$ cat src/rtl/mic_datapath_p.sv
// MIC-1 style datapath with parametrised width and handshaked memory ports.
// Holds the register file, B-bus decode, ALU, shifter, N/Z flags and the
// next-microaddress jam logic. A data port (MAR/MDR) and an instruction port
// (PC/MBR) each carry one outstanding request; issuing a new op on a busy,
// un-acked port raises stall and suppresses the whole microinstruction.
module mic_datapath_p #(
  parameter int W  = 32,
  parameter int IW = 8,
  parameter int AW = 9
) (
  input  logic          clk,
  input  logic          rst,
  input  logic [AW-1:0] addr_next,
  input  logic [2:0]    jam,
  input  logic [7:0]    alu_ctrl,
  input  logic [8:0]    c_sel,
  input  logic [2:0]    mem,
  input  logic [3:0]    b_sel,
  output logic [AW-1:0] next_addr,
  output logic          stall,
  output logic [W-1:0]  dmem_addr,
  output logic [W-1:0]  dmem_wdata,
  output logic          dmem_rd,
  output logic          dmem_wr,
  input  logic [W-1:0]  dmem_rdata,
  input  logic          dmem_ack,
  output logic [W-1:0]  imem_addr,
  output logic          imem_rd,
  input  logic [IW-1:0] imem_rdata,
  input  logic          imem_ack
);

  // Register file
  logic [W-1:0]  mar_q, mdr_q, pc_q, sp_q, lv_q, cpp_q, tos_q, opc_q, h_q;
  logic [W-1:0]  mar_d, mdr_d, pc_d, sp_d, lv_d, cpp_d, tos_d, opc_d, h_d;
  logic [IW-1:0] mbr_q, mbr_d;
  logic          n_q, n_d, z_q, z_d;

  // Port request registers (double as pending flags)
  logic          drd_q, drd_d, dwr_q, dwr_d, ird_q, ird_d;

  // Combinational datapath
  logic [W-1:0]  busb, alu_a, alu_b, alu_out, busc;
  logic          d_op, i_op, go;

  // Microinstruction field aliases
  logic sll8, sra1, f0, f1, ena, enb, inva, inc;
  assign {sll8, sra1, f0, f1, ena, enb, inva, inc} = alu_ctrl;

  // B-bus source select; MBR is sign- or zero-extended to datapath width
  always_comb begin
    busb = '0;
    case (b_sel)
      4'd0:    busb = mdr_q;
      4'd1:    busb = pc_q;
      4'd2:    busb = {{(W-IW){mbr_q[IW-1]}}, mbr_q};
      4'd3:    busb = {{(W-IW){1'b0}}, mbr_q};
      4'd4:    busb = sp_q;
      4'd5:    busb = lv_q;
      4'd6:    busb = cpp_q;
      4'd7:    busb = tos_q;
      4'd8:    busb = opc_q;
      default: busb = '0;
    endcase
  end

  // ALU operand gating, function select and the shifter feeding the C-bus
  always_comb begin
    alu_a = ena ? h_q : '0;
    if (inva) begin
      alu_a = ~alu_a;
    end else begin
      alu_a = alu_a;
    end
    alu_b = enb ? busb : '0;
    case ({f0, f1})
      2'b00:   alu_out = alu_a & alu_b;
      2'b01:   alu_out = alu_a | alu_b;
      2'b10:   alu_out = ~alu_b;
      default: alu_out = alu_a + alu_b + {{(W-1){1'b0}}, inc};
    endcase
    busc = alu_out;
    if (sll8) begin
      busc = {busc[W-9:0], 8'h00};
    end else begin
      busc = busc;
    end
    if (sra1) begin
      busc = {busc[W-1], busc[W-1:1]};
    end else begin
      busc = busc;
    end
  end

  // Stall when a new op targets a port whose request is still outstanding
  always_comb begin
    d_op  = mem[2] | mem[1];
    i_op  = mem[0];
    stall = (d_op & (drd_q | dwr_q) & ~dmem_ack) | (i_op & ird_q & ~imem_ack);
    go    = ~stall;
  end

  // Next-state for registers, flags and port requests
  always_comb begin
    mar_d = mar_q; mdr_d = mdr_q; pc_d  = pc_q;  sp_d  = sp_q;  lv_d = lv_q;
    cpp_d = cpp_q; tos_d = tos_q; opc_d = opc_q; h_d   = h_q;   mbr_d = mbr_q;
    n_d   = n_q;   z_d   = z_q;
    drd_d = drd_q; dwr_d = dwr_q; ird_d = ird_q;
    if (go) begin
      if (c_sel[0]) mar_d = busc; else mar_d = mar_q;
      if (c_sel[1]) mdr_d = busc; else mdr_d = mdr_q;
      if (c_sel[2]) pc_d  = busc; else pc_d  = pc_q;
      if (c_sel[3]) sp_d  = busc; else sp_d  = sp_q;
      if (c_sel[4]) lv_d  = busc; else lv_d  = lv_q;
      if (c_sel[5]) cpp_d = busc; else cpp_d = cpp_q;
      if (c_sel[6]) tos_d = busc; else tos_d = tos_q;
      if (c_sel[7]) opc_d = busc; else opc_d = opc_q;
      if (c_sel[8]) h_d   = busc; else h_d   = h_q;
      n_d = alu_out[W-1];
      z_d = (alu_out == '0);
    end else begin
      n_d = n_q;
      z_d = z_q;
    end
    // A completing read overrides any C-bus write to MDR in the same cycle
    if (drd_q & dmem_ack) begin
      mdr_d = dmem_rdata;
    end else begin
      mdr_d = mdr_d;
    end
    if (ird_q & imem_ack) begin
      mbr_d = imem_rdata;
    end else begin
      mbr_d = mbr_q;
    end
    // A new issue wins over an ack so back-to-back ops keep the request high
    if (go & d_op) begin
      drd_d = mem[1] & ~mem[2];
      dwr_d = mem[2];
    end else if (dmem_ack) begin
      drd_d = 1'b0;
      dwr_d = 1'b0;
    end else begin
      drd_d = drd_q;
      dwr_d = dwr_q;
    end
    if (go & i_op) begin
      ird_d = 1'b1;
    end else if (imem_ack) begin
      ird_d = 1'b0;
    end else begin
      ird_d = ird_q;
    end
  end

  // State registers with synchronous reset
  always_ff @(posedge clk) begin
    if (rst) begin
      mar_q <= '0; mdr_q <= '0; pc_q  <= '0; sp_q  <= '0; lv_q <= '0;
      cpp_q <= '0; tos_q <= '0; opc_q <= '0; h_q   <= '0; mbr_q <= '0;
      n_q   <= 1'b0; z_q <= 1'b0;
      drd_q <= 1'b0; dwr_q <= 1'b0; ird_q <= 1'b0;
    end else begin
      mar_q <= mar_d; mdr_q <= mdr_d; pc_q  <= pc_d;  sp_q  <= sp_d;  lv_q <= lv_d;
      cpp_q <= cpp_d; tos_q <= tos_d; opc_q <= opc_d; h_q   <= h_d;   mbr_q <= mbr_d;
      n_q   <= n_d;   z_q   <= z_d;
      drd_q <= drd_d; dwr_q <= dwr_d; ird_q <= ird_d;
    end
  end

  // Next microaddress: JMPC ORs MBR into the low bits, JAMN/JAMZ set the top bit
  always_comb begin
    next_addr = addr_next;
    if (jam[2]) begin
      next_addr = next_addr | {{(AW-IW){1'b0}}, mbr_q};
    end else begin
      next_addr = next_addr;
    end
    next_addr[AW-1] = addr_next[AW-1] | (jam[1] & n_q) | (jam[0] & z_q);
  end

  assign dmem_addr  = mar_q;
  assign dmem_wdata = mdr_q;
  assign dmem_rd    = drd_q;
  assign dmem_wr    = dwr_q;
  assign imem_addr  = pc_q;
  assign imem_rd    = ird_q;

endmodule

$ cat config.mk
export PLATFORM = sky130hd
export DESIGN_NAME = mic_datapath_p
export DESIGN_NICKNAME = d
export VERILOG_FILES = /design/src/rtl/mic_datapath_p.sv
export SDC_FILE = /design/constraint.sdc
export NUM_CORES = 1
export LEC_CHECK = 0
export ABC_AREA = 1
export CORE_ASPECT_RATIO = 0.8
export CORE_MARGIN = 8
export CORE_UTILIZATION = 60
export DETAILED_ROUTE_END_ITERATION = 8
export DONT_BUFFER_PORTS = 1
export HOLD_SLACK_MARGIN = 0.08
export PLACE_DENSITY = 0.76
export SYNTH_ARGS = -nofsm -noshare
export SYNTH_HDL_FRONTEND = slang
export SYNTH_SLANG_ARGS = --single-unit
$ cat constraint.sdc
create_clock -name clk -period 6.4 [get_ports clk]
set_clock_uncertainty 0.1 [all_clocks]
set_input_delay 1.28 -clock clk [delete_from_list [all_inputs] [get_ports clk]]
set_output_delay 1.28 -clock clk [all_outputs]
set_load 0.005 [all_outputs]
==> run summary <==
Pwr Density = 269.2 nW/um2
Hold Crit Depth = 2
Max-cap violation count = 0
Final setup fails = 0
Port buffer count = 0
Resize count post-CTS = 0
Final core utilization = 64.21%
Setup CP Type = in -> reg
First-pass DRT Iterations = 6
Num CTS Buffers = 29
Avg Cell Area, Syn = 6.706 um2
GRT overflow = 0
GRT met1 Usage = 50.91%
Clk_lat worst skew = 590 ps
Die area = 35200 um2
Clock transition at the registers of the reported paths = 60 ps
Int Pwr = 3.356 mW
Combinational share of power = 21.8%
Die height = 169.4 um
Post-route antenna net violation count = 0
Routed WL per cell = 22.76 um
Post-synth top area cell = dfxtp_1
Critical Path Fanout Max = 12
Crit. path cell count = 24
Main synth FF type = dfxtp_1
Nets = 2692
TritonCTS clock tree = yes
Postcts setup bufs = 0
Fmax = 179.7 MHz
M2 GR Usage = 54.27%
Most common cell after layout, fill and taps aside = nand2_1
Critical path required time = 6780 ps
Fin area = 18720 um2
Most frequent CP cell = nand2_1
Worst Tran Pin Value = 1146 ps
Final WL = 67.21 mm
Final HPWL DP = 48.70 mm
Clock root buffer = clkbuf_16
CP Buf/Inv Count = 3
R2R Setup Slk = 1760 ps
Status = finished clean
Critical Path Sink Type = flip-flop
Clock buffer depth = 3
Vias in the first global route = 16580
Worst Hold Class = reg -> reg
Vias per cell = 6.248
Top cells by area, synth = dfxtp_1, nand2_1, inv_1, o21ai_0, a21oi_1
P&R area growth vs syn = 6.040%
Reg2Reg Depth = 20
Final worst path period need = 5565 ps
Synth Warn # = 0
Clk pwr share = 35.0%
DRC = 0
Clk sinks = 301
DIE WIDTH = 207.8 um
Yosys reg bits = 301
Worst setup SP type = input pin
IO Pins = 189
Placement Cell Area = 17760 um2
Sequential area share after synthesis = 34.14%
Fin. max-slew vios = 0
RSZ-0062 raised after global routing = false
Top cell family by delay on the critical path = simple AND/OR/NAND/NOR gates
CP max-delay cell = o21ai_0
Largest net degree at the start of global routing = 117
Switching Share = 33.40%
Cts hold-fix bufs = 0
GRT Total Usage = 36.32%
Via count = 18450
Final Power = 5.039 mW
Most frequent cells in the layout = nand2_1, inv_1, o21ai_0
Distinct cell type count after synthesis = 49
Mapped Area = 17650 um2
Rel. slew slack = 23.53%
Setup TNS Final = 0 ps
Leakage = 9.286 nW
FFs w/ async S/R, synth = 0%
Antenna violations before repair = 3
Core area = 29150 um2
H-tree Lvls = 1
Synthesized netlist cell count = 2632
CP arrival = 5940 ps
Hold Vio Cnt, Final = 0
Cell row count = 56
Sequential Power Share = 43.2%
Worst vdd ir = 0.2769 mV
Layout cells sized above 1 = 6.255%
Gpl congestion = 0.9672
Worst-path cell chain = inv_1 -> nor2_2 -> nand2_1 -> buf_4 -> o22ai_1 -> nor2_1 -> nand2_1 -> nand2_1 -> ha_1 -> a21oi_1 -> o21ai_0 -> nand2_1 -> nand2_1 -> nand4_1 -> nand3_2 -> nand3_1 -> nand4_1 -> nand2_1 -> a21oi_1 -> nand2_1 -> nand3_1 -> nand2_1 -> o21ai_0 -> inv_1
P_sw = 1.683 mW
Area fraction of the dominant cell type after synthesis = 34.14%
Most Crowded Layer GR = met2
Global routing usage on met3 = 8.970%
First-pass GRT wire length = 101.1 mm
Starting DRC count in detailed routing = 3028
Syn_nets = 2770
Final worst path period share = 86.96%
Worst path max stage delay = 440 ps
Post-synth EDFFs = 0
Starting density of the core = 60.56%
==> synthesized netlist by cell type (4+ instances only) <==
cell / number
nand3b_1: 7
o221ai_1: 10
buf_6: 6
nor2_4: 4
buf_2: 23
or2_2: 4
a21oi_1: 265
inv_1: 432
o21ai_0: 323
nor3_1: 13
o21bai_2: 6
dfxtp_1: 301
o21ai_2: 13
nor2_1: 108
o21a_1: 5
o21ai_1: 15
nand3_2: 9
buf_1: 9
a21oi_2: 5
buf_4: 5
ha_1: 56
clkbuf_1: 103
a22o_1: 9
a31oi_1: 18
o22ai_1: 36
nand2_2: 19
nand4_1: 24
nand2_1: 497
nand3_1: 133
o21bai_1: 70
a211oi_1: 4
o211ai_1: 20
a221oi_1: 22
xor2_1: 33
inv_2: 6
==> flip-flops by register name, indices dropped and copies added (netlist names), 8 cells and up <==
name / count
tos_q: 32
h_q: 32
dmem_addr: 32
cpp_q: 32
mbr_q: 8
dmem_wdata: 32
sp_q: 32
lv_q: 32
opc_q: 32
imem_addr: 32
==> routing by layer <==
layer	routed length, um	share of wire (%)
met2	28160	42
met5	13	0.019
met4	2123	3.2
met1	27920	42
met3	8992	13
==> worst paths after layout <==
kind / end / startpoint
worst min register to register: z_q / z_q
worst max register to register: tos_q[26] / mbr_q[7]
worst min-delay path: z_q / z_q
worst max-delay path: tos_q[26] / b_sel[3]
==> per-stage QoR <==
stage / cells / hold WS (ps) / setup slack [ps]
CTS: 2951 / 380.0 / 1119
floorplan: 2632 / 344.8 / 1267
detailed placement: 2900 / 370.1 / 517.1
finish: 2953 / 381.8 / 834.5
global route: 2953 / 410.8 / 668.6
global placement: 2900 / 376.8 / 565.0
==> final cells by class <==
cell class / instances / area [um2]
clock inverter: 10 / 118.9
multi-input combinational: 1744 / 9325
clock buffer: 41 / 830.8
fill: 2707 / 10430
antenna: 2 / 5.005
timing repair buffer: 38 / 285.3
inverter: 440 / 1654
sequential: 301 / 6026
tap: 377 / 471.7
==> power by group through the flow <==
| stage | sequential, mW | combinational, mW | clock, mW |
|---|---|---|---|
| 2_1_floorplan | 2.17 | 0.762 | 0 |
| 3_3_place_gp | 2.21 | 1.03 | 0 |
| 3_5_place_dp | 2.21 | 1.05 | 0 |
| 4_1_cts | 2.17 | 1.06 | 1.76 |
| 5_1_grt | 2.19 | 1.19 | 1.83 |
| 6_report | 2.18 | 1.10 | 1.77 |
==> kinds of logic (layout without fill, tap and decap cells) <==
logic type,Yosys count,in the layout,share of synthesized area [%]
other,0,2,0
DFF,301,301,34.14
buffers and inverters,587,529,13.07
adders and majority gates,58,58,4.196
AOI/OAI and AO/OA,827,827,26.84
and+or+nand+nor,826,826,20.11
xor gates and xnor gates,33,33,1.638
==> worst reg2reg max path, stage by stage, from the launching register on <==
cell,delay (ps)
dfxtp_1,420
nand3_2,140
buf_4,320
o21ai_0,160
a221oi_1,290
nand2_1,160
nand2_1,170
ha_1,330
nand2_1,150
nor2_1,170
inv_1,90
nor3_1,250
nand3_1,200
nand4_1,140
nand2_1,80
a21oi_1,350
nand2_1,140
nand3_1,110
nand2_1,370
o21ai_0,320
inv_1,60
Note: power is estimated with default switching activity, not from simulation.
